===== src/rtl/ct_ebiu_ncwt_table.sv =====
// ct_ebiu_ncwt_table
//   Tracks outstanding non-cacheable / strongly-ordered writes issued from the
//   NC queue. Each entry follows write-data completion, the bus B response and
//   the return of the response to the issuing PIU. Responses leave through one
//   round-robin channel. Younger reads and writes probe the table for
//   address-index dependencies.
//
// Ports
//   forever_cpuclk                : free-running clock
//   cpurst                        : asynchronous active-high reset
//   create_vld/awaddr/awid/needissue, create_rdy/create_ptr : allocation
//   wdata_done_vld/ptr            : all write data of an entry has been sent
//   bus_bresp_vld/ptr, bus_bresp  : B response popped for an entry
//   resp_vld/rdy/id/bresp/piu_sel : response channel to the PIUs
//   wr_dep_awaddr/rd_dep_araddr, wr_dep_hit/rd_dep_hit : dependency probes
//   ncwt_cnt, ncwt_empty          : occupancy

module gated_clk_cell (
    input  logic clk_in,
    input  logic local_en,
    output logic clk_out
);
    // Enable is captured while the clock is low so clk_out cannot glitch.
    logic en_lat;

    always_latch begin
        if (!clk_in) en_lat <= local_en;
    end

    assign clk_out = clk_in & en_lat;
endmodule

module ct_ebiu_ncwt_table #(
    parameter int         ENTRY    = 8,
    parameter int         PTRW     = 3,
    parameter int         ADDRW    = 40,
    parameter int         IDX_LSB  = 6,
    parameter int         IDX_MSB  = 13,
    parameter logic [4:0] WO_EX_ID = 5'b11110
) (
    input  logic             forever_cpuclk,
    input  logic             cpurst,
    input  logic             create_vld,
    input  logic [ADDRW-1:0] create_awaddr,
    input  logic [7:0]       create_awid,
    input  logic             create_needissue,
    output logic             create_rdy,
    output logic [PTRW-1:0]  create_ptr,
    input  logic             wdata_done_vld,
    input  logic [PTRW-1:0]  wdata_done_ptr,
    input  logic             bus_bresp_vld,
    input  logic [PTRW-1:0]  bus_bresp_ptr,
    input  logic [1:0]       bus_bresp,
    output logic             resp_vld,
    input  logic             resp_rdy,
    output logic [7:0]       resp_id,
    output logic [1:0]       resp_bresp,
    output logic [3:0]       resp_piu_sel,
    input  logic [ADDRW-1:0] wr_dep_awaddr,
    input  logic [ADDRW-1:0] rd_dep_araddr,
    output logic             wr_dep_hit,
    output logic             rd_dep_hit,
    output logic [PTRW:0]    ncwt_cnt,
    output logic             ncwt_empty
);
    localparam int IDXW = IDX_MSB - IDX_LSB + 1;

    logic [ENTRY-1:0]            vld, vld_nxt, resp_ready, resp_done, bus_done;
    logic [ENTRY-1:0]            create_en, gm_fail, lock, req, pop;
    logic [ENTRY-1:0][1:0]       ent_bresp;
    logic [ENTRY-1:0][7:0]       ent_id;
    logic [ENTRY-1:0][IDXW-1:0]  ent_idx;
    logic [PTRW-1:0]             rr_ptr, rr_sel, hold_ptr, sel_ptr;
    logic                        hold, rr_found, free_found, create_fire, create_lock, resp_hs;
    logic [7:0]                  sel_id;
    logic                        unused_addr_bits;

    assign unused_addr_bits = ^{create_awaddr, wr_dep_awaddr, rd_dep_araddr};

    always_comb begin
        free_found = 1'b0;
        create_ptr = '0;
        for (int i = 0; i < ENTRY; i++) begin
            if (!vld[i] && !free_found) begin
                free_found = 1'b1;
                create_ptr = PTRW'(i);
            end
        end
    end

    assign create_rdy  = ~&vld;
    assign create_fire = create_vld & create_rdy;
    assign create_lock = (create_awid[4:0] == WO_EX_ID);

    // Per-entry datapath: written only at allocation, so it sits on a gated clock.
    for (genvar gi = 0; gi < ENTRY; gi++) begin : g_ent
        logic            ent_clk;
        logic [7:0]      id_q;
        logic [IDXW-1:0] idx_q;
        logic            gm_q, lock_q;

        assign create_en[gi] = create_fire && (create_ptr == PTRW'(gi));

        gated_clk_cell u_gclk (
            .clk_in   (forever_cpuclk),
            .local_en (create_en[gi]),
            .clk_out  (ent_clk)
        );

        always_ff @(posedge ent_clk or posedge cpurst) begin
            if (cpurst) begin
                id_q   <= '0;
                idx_q  <= '0;
                gm_q   <= 1'b0;
                lock_q <= 1'b0;
            end else begin
                id_q   <= create_awid;
                idx_q  <= create_awaddr[IDX_MSB:IDX_LSB];
                gm_q   <= !create_needissue;
                lock_q <= create_lock;
            end
        end

        assign ent_id[gi]  = id_q;
        assign ent_idx[gi] = idx_q;
        assign gm_fail[gi] = gm_q;
        assign lock[gi]    = lock_q;
    end

    assign req     = vld & resp_ready & ~resp_done;
    assign pop     = vld & resp_done & bus_done;
    assign vld_nxt = (vld & ~pop) | create_en;

    always_comb begin
        int j;
        j        = 0;
        rr_found = 1'b0;
        rr_sel   = '0;
        for (int k = 0; k < ENTRY; k++) begin
            j = int'(rr_ptr) + k;
            if (j >= ENTRY) j = j - ENTRY;
            if (!rr_found && req[j]) begin
                rr_found = 1'b1;
                rr_sel   = PTRW'(j);
            end
        end
    end

    // A stalled response keeps its entry so a newly ready one cannot preempt it.
    assign sel_ptr  = hold ? hold_ptr : rr_sel;
    assign resp_vld = |req;
    assign resp_hs  = resp_vld & resp_rdy;
    assign sel_id   = ent_id[sel_ptr];

    assign resp_id      = resp_vld ? sel_id : 8'h00;
    assign resp_bresp   = resp_vld ? ent_bresp[sel_ptr] : 2'b00;
    assign resp_piu_sel = !resp_vld ? 4'b0000 :
                          sel_id[7] ? 4'b1111 : 4'(4'b0001 << sel_id[6:5]);

    always_comb begin
        wr_dep_hit = 1'b0;
        rd_dep_hit = 1'b0;
        for (int i = 0; i < ENTRY; i++) begin
            if (vld[i] && ent_idx[i] == wr_dep_awaddr[IDX_MSB:IDX_LSB]) wr_dep_hit = 1'b1;
            if (vld[i] && ent_idx[i] == rd_dep_araddr[IDX_MSB:IDX_LSB]) rd_dep_hit = 1'b1;
        end
    end

    function automatic logic [PTRW:0] popcnt(input logic [ENTRY-1:0] v);
        logic [PTRW:0] s;
        s = '0;
        for (int i = 0; i < ENTRY; i++) s = s + {{PTRW{1'b0}}, v[i]};
        return s;
    endfunction

    always_ff @(posedge forever_cpuclk or posedge cpurst) begin
        if (cpurst) begin
            vld        <= '0;
            resp_ready <= '0;
            resp_done  <= '0;
            bus_done   <= '0;
            ent_bresp  <= '0;
            rr_ptr     <= '0;
            hold       <= 1'b0;
            hold_ptr   <= '0;
            ncwt_cnt   <= '0;
        end else begin
            vld      <= vld_nxt;
            ncwt_cnt <= popcnt(vld_nxt);
            for (int i = 0; i < ENTRY; i++) begin
                if (create_en[i]) begin
                    resp_ready[i] <= 1'b0;
                    resp_done[i]  <= 1'b0;
                    bus_done[i]   <= create_lock & !create_needissue;
                    ent_bresp[i]  <= 2'b00;
                end else if (vld[i]) begin
                    // Lock writes that did reach the bus wait for their B response.
                    if ((wdata_done_vld && wdata_done_ptr == PTRW'(i) && (!lock[i] || gm_fail[i])) ||
                        (bus_bresp_vld && bus_bresp_ptr == PTRW'(i)))
                        resp_ready[i] <= 1'b1;
                    if (bus_bresp_vld && bus_bresp_ptr == PTRW'(i)) begin
                        bus_done[i]  <= 1'b1;
                        ent_bresp[i] <= bus_bresp;
                    end
                    if (resp_hs && sel_ptr == PTRW'(i)) resp_done[i] <= 1'b1;
                end
            end
            if (resp_hs) begin
                rr_ptr <= (sel_ptr == PTRW'(ENTRY - 1)) ? '0 : sel_ptr + 1'b1;
                hold   <= 1'b0;
            end else begin
                hold     <= resp_vld;
                hold_ptr <= sel_ptr;
            end
        end
    end

    assign ncwt_empty = ~|vld;
endmodule


===== config.mk =====
export PLATFORM = sky130hd
export DESIGN_NAME = ct_ebiu_ncwt_table
export DESIGN_NICKNAME = d
export VERILOG_FILES = /design/src/rtl/ct_ebiu_ncwt_table.sv
export SDC_FILE = /design/constraint.sdc
export NUM_CORES = 1
export LEC_CHECK = 0
export ABC_CLOCK_PERIOD_IN_PS = 16500
export BUFFER_PORTS_ARGS = -buffer_cell sky130_fd_sc_hd__buf_2
export CELL_PAD_IN_SITES_DETAIL_PLACEMENT = 1
export CELL_PAD_IN_SITES_GLOBAL_PLACEMENT = 1
export CORE_UTILIZATION = 31
export CTS_BUF_LIST = sky130_fd_sc_hd__clkbuf_4 sky130_fd_sc_hd__clkbuf_8
export DETAILED_ROUTE_END_ITERATION = 8
export GPL_ROUTABILITY_DRIVEN = 0
export PLACE_DENSITY_LB_ADDON = 0.1
export SYNTH_ARGS = -nofsm -noshare
export SYNTH_HDL_FRONTEND = slang
export SYNTH_HIERARCHICAL = 1
export SYNTH_SLANG_ARGS = --single-unit

===== constraint.sdc =====
create_clock -name forever_cpuclk -period 16.5 [get_ports forever_cpuclk]
set_input_delay 1.65 -clock forever_cpuclk [delete_from_list [all_inputs] [get_ports forever_cpuclk]]
set_output_delay 1.65 -clock forever_cpuclk [all_outputs]
set_load 0.05 [all_outputs]

==> flow_summary.yaml <==
status:
  outcome: "completed"
cells_and_area:
  area_growth_pct: 14.8
  nNetsFinal: 1114
  final_core_util: 0.364
  num_antenna_cells: 0
  drive_above_1_share: 0.183
timing:
  setup_violations: 0
  slew_viol_final: 0
  rsz0062_at_grt: "false"
  tns_ns: 0
  fin_skew_ns: 0.114
  slew_headroom: 0.340
  worst_pin_slew_ns: 0.990
  hold_viol_final: 0
placed_design:
  numPortBuffers: 72
  dp_hpwl_um: 22500
die:
  start_util: 0.317
  rows: 65
  die_area_mm2: 0.0332
  fp.dieW_um: 182
  coreArea_mm2: 0.0318
  ios: 169
  die_h_um: 182
drt:
  final_antenna_net_count: 0
  wl_per_cell_um: 23.1
  dr_wl_met2_um: 15800
  highest_layer: "met4"
  first_iter_violations: 448
  drc_errors: 0
  routed_wl_um: 32400
  drt_pass1_iterations: 4
  drt-vias-per-instance: 5.09
  met1Wirelength_um: 15000
  vias: 7132
  met3_length_um: 879
worst_setup_path:
  critPathMaxFanout: 12
  crit_arrival_ns: 2.65
  critPathKind: "register to latch"
  critPathLaunchType: "register"
  cp.required_ns: 8.84
  end_kind: "latch"
clocking:
  cts_tree: "built"
  post_cts_buffers: 0
  insertion_delay_ns: 0.70
  cts_hold_buffers: 0
  clk_pin_slew_ns: 0.08
  cts_resized: 0
synth:
  synth.distinct_cells: 62
  yosys.area.top_type_share: 0.504
  synthTopCellsByArea: "dfrtp_1, xor2_1, mux2i_1"
  async_reset_ff_frac: 0.962
  ys_seq_elements: 211
  avgSynthCellArea_um2: 11.5
  synth_fp_nets: 1034
  yosys.area.top_type: "dfrtp_1"
  synth-main-ff-cell: "dfrtp_1"
  synth-edff-count: 0
  synth_area_mm2: 0.0101
  synth_warnings: 6
  synth_cells: 876
global_routing:
  grt_pass1_wl_um: 50100
  antenna_found_initial: 0
  grt_pass1_vias: 7810
  grt_max_degree: 127
  grt_remaining_overflow: 0
  grt_usage: 0.205
min_path:
  hp-class: "register to register"
job:
  drv_cap: 0
## cell usage after synthesis (4+ instances only)
cell      number
dfrtp_1      203
xor2_1        78
nor2_1        59
xnor2_1       54
mux2i_1       52
nand2_1       46
a21oi_1       39
clkbuf_1      29
inv_1         25
nor4_1        24
mux4_2        23
nand4_1       21
a31oi_1       18
nand3_1       17
ha_1          11
nand2b_1      11
nand3b_1      11
a41oi_1       10
and2_1        10
and3b_1        8
dlxtn_1        8
nor2b_1        8
o21ai_0        8
buf_1          7
buf_2          7
mux2_2         7
o31ai_1        7
nor3_1         6
nor3b_1        6
a21o_1         5
a211oi_1       4
fa_1           4
o22ai_1        4
## layout make-up
type	count	area [um2]
Tap cell	435	544
Clock buffer	45	613
Inverter	28	113
Timing Repair Buffer	86	465
Multi-Input combinational cell	591	4590
Fill cell	3471	20200
Sequential cell	211	5200
Clock inverter	6	47.5
## worst max-delay path, cell delays in order (launching register included)
cell,delay (ns)
dfrtp_1,0.66
inv_1,0.25
o21ai_0,0.21
nand2_1,0.07
nand2_1,0.11
nand2_1,0.12
nand2_1,0.14
and4_1,0.49
## routing by layer
layer,global-route usage,vias to the layer above
met1,0.278,3671
met5,0,-
li1,-,3258
met3,0.0202,51
met2,0.341,152
met4,0.0756,0
## registers in the layout, summed over array words and instances (netlist names)
register and cells:
bus_done 8, ent_bresp 16, g_ent.gm_q 8, g_ent.id_q 64, g_ent.idx_q 64, g_ent.lock_q 8
g_ent.u_gclk/en_lat 8, hold 1, hold_ptr 3, ncwt_cnt 4, resp_done 8, resp_ready 8
rr_ptr 3, vld 8
## final timing paths
check                      slack, ns  depth (start not counted)                endpoint              startpoint
hold / removal                  0.50                          2             hold_ptr[1]             hold_ptr[1]
hold reg to reg                 0.50                          2             hold_ptr[1]             hold_ptr[1]
min in group asynchronous       1.07                          2        g_ent[6].id_q[4]                  cpurst
setup / recovery                6.19                          7  g_ent[7].u_gclk/en_lat                  vld[4]
max in group asynchronous      13.80                          3       g_ent[4].idx_q[2]                  cpurst
setup reg to reg                6.19                          7  g_ent[7].u_gclk/en_lat                  vld[4]
max in group gated              7.39                          0              clock gate  g_ent[2].u_gclk/en_lat
min in group gated              0.61                          0              clock gate  g_ent[3].u_gclk/en_lat
## stage by stage
stage | hold slack, ns | cell area, um2 | std cells | setup slack (ns)
2_1_floorplan | 0.226 | 10100 | 876 | 5.96
3_3_place_gp | 0.228 | 10900 | 1351 | 5.67
3_5_place_dp | 0.227 | 10900 | 1351 | 5.68
4_1_cts | 0.508 | 11600 | 1402 | 6.23
5_1_grt | 0.530 | 11600 | 1402 | 6.04
6_report | 0.504 | 11600 | 1402 | 6.19
## cells by family after synthesis
kind of cell	count (synthesis)	synth area share
muxes	82	0.111
adders and majority gates	15	0.0216
buffers and inverters	74	0.0312
latches	8	0.0119
AOI/OAI and AO/OA	119	0.0781
DFF	203	0.504
xor gates and xnor gates	132	0.115
and+or+nand+nor	243	0.128
## cell usage in the layout, fill, tap and decap left out, types with 3 or more instances in the layout
| cell type | instances |
|---|---|
| a22oi_1 | 3 |
| nand2_1 | 46 |
| clkbuf_8 | 44 |
| nor2b_1 | 8 |
| nand4b_1 | 3 |
| dlxtn_1 | 8 |
| nand3b_1 | 11 |
| nor2_1 | 59 |
| inv_1 | 24 |
| nor3_1 | 6 |
| fa_1 | 4 |
| buf_2 | 72 |
| mux2_2 | 7 |
| nor4_1 | 23 |
| mux2i_1 | 52 |
| mux4_2 | 23 |
| a41oi_1 | 10 |
| a21o_1 | 5 |
| nand2b_1 | 11 |
| xnor2_1 | 54 |
| nand3_1 | 17 |
| o22ai_1 | 4 |
| a31oi_1 | 18 |
| dfrtp_1 | 203 |
| nand4_1 | 21 |
| buf_4 | 14 |
| nor3b_1 | 6 |
| o31ai_1 | 7 |
| and3b_1 | 8 |
| xor2_1 | 78 |
| ha_1 | 11 |
| o21ai_0 | 8 |
| a211oi_1 | 4 |
| a21oi_1 | 39 |
| and3_1 | 3 |
| and2_1 | 10 |
Power is not shown: default switching activity piles up to over one toggle a cycle in this logic, so the estimate is an artifact.
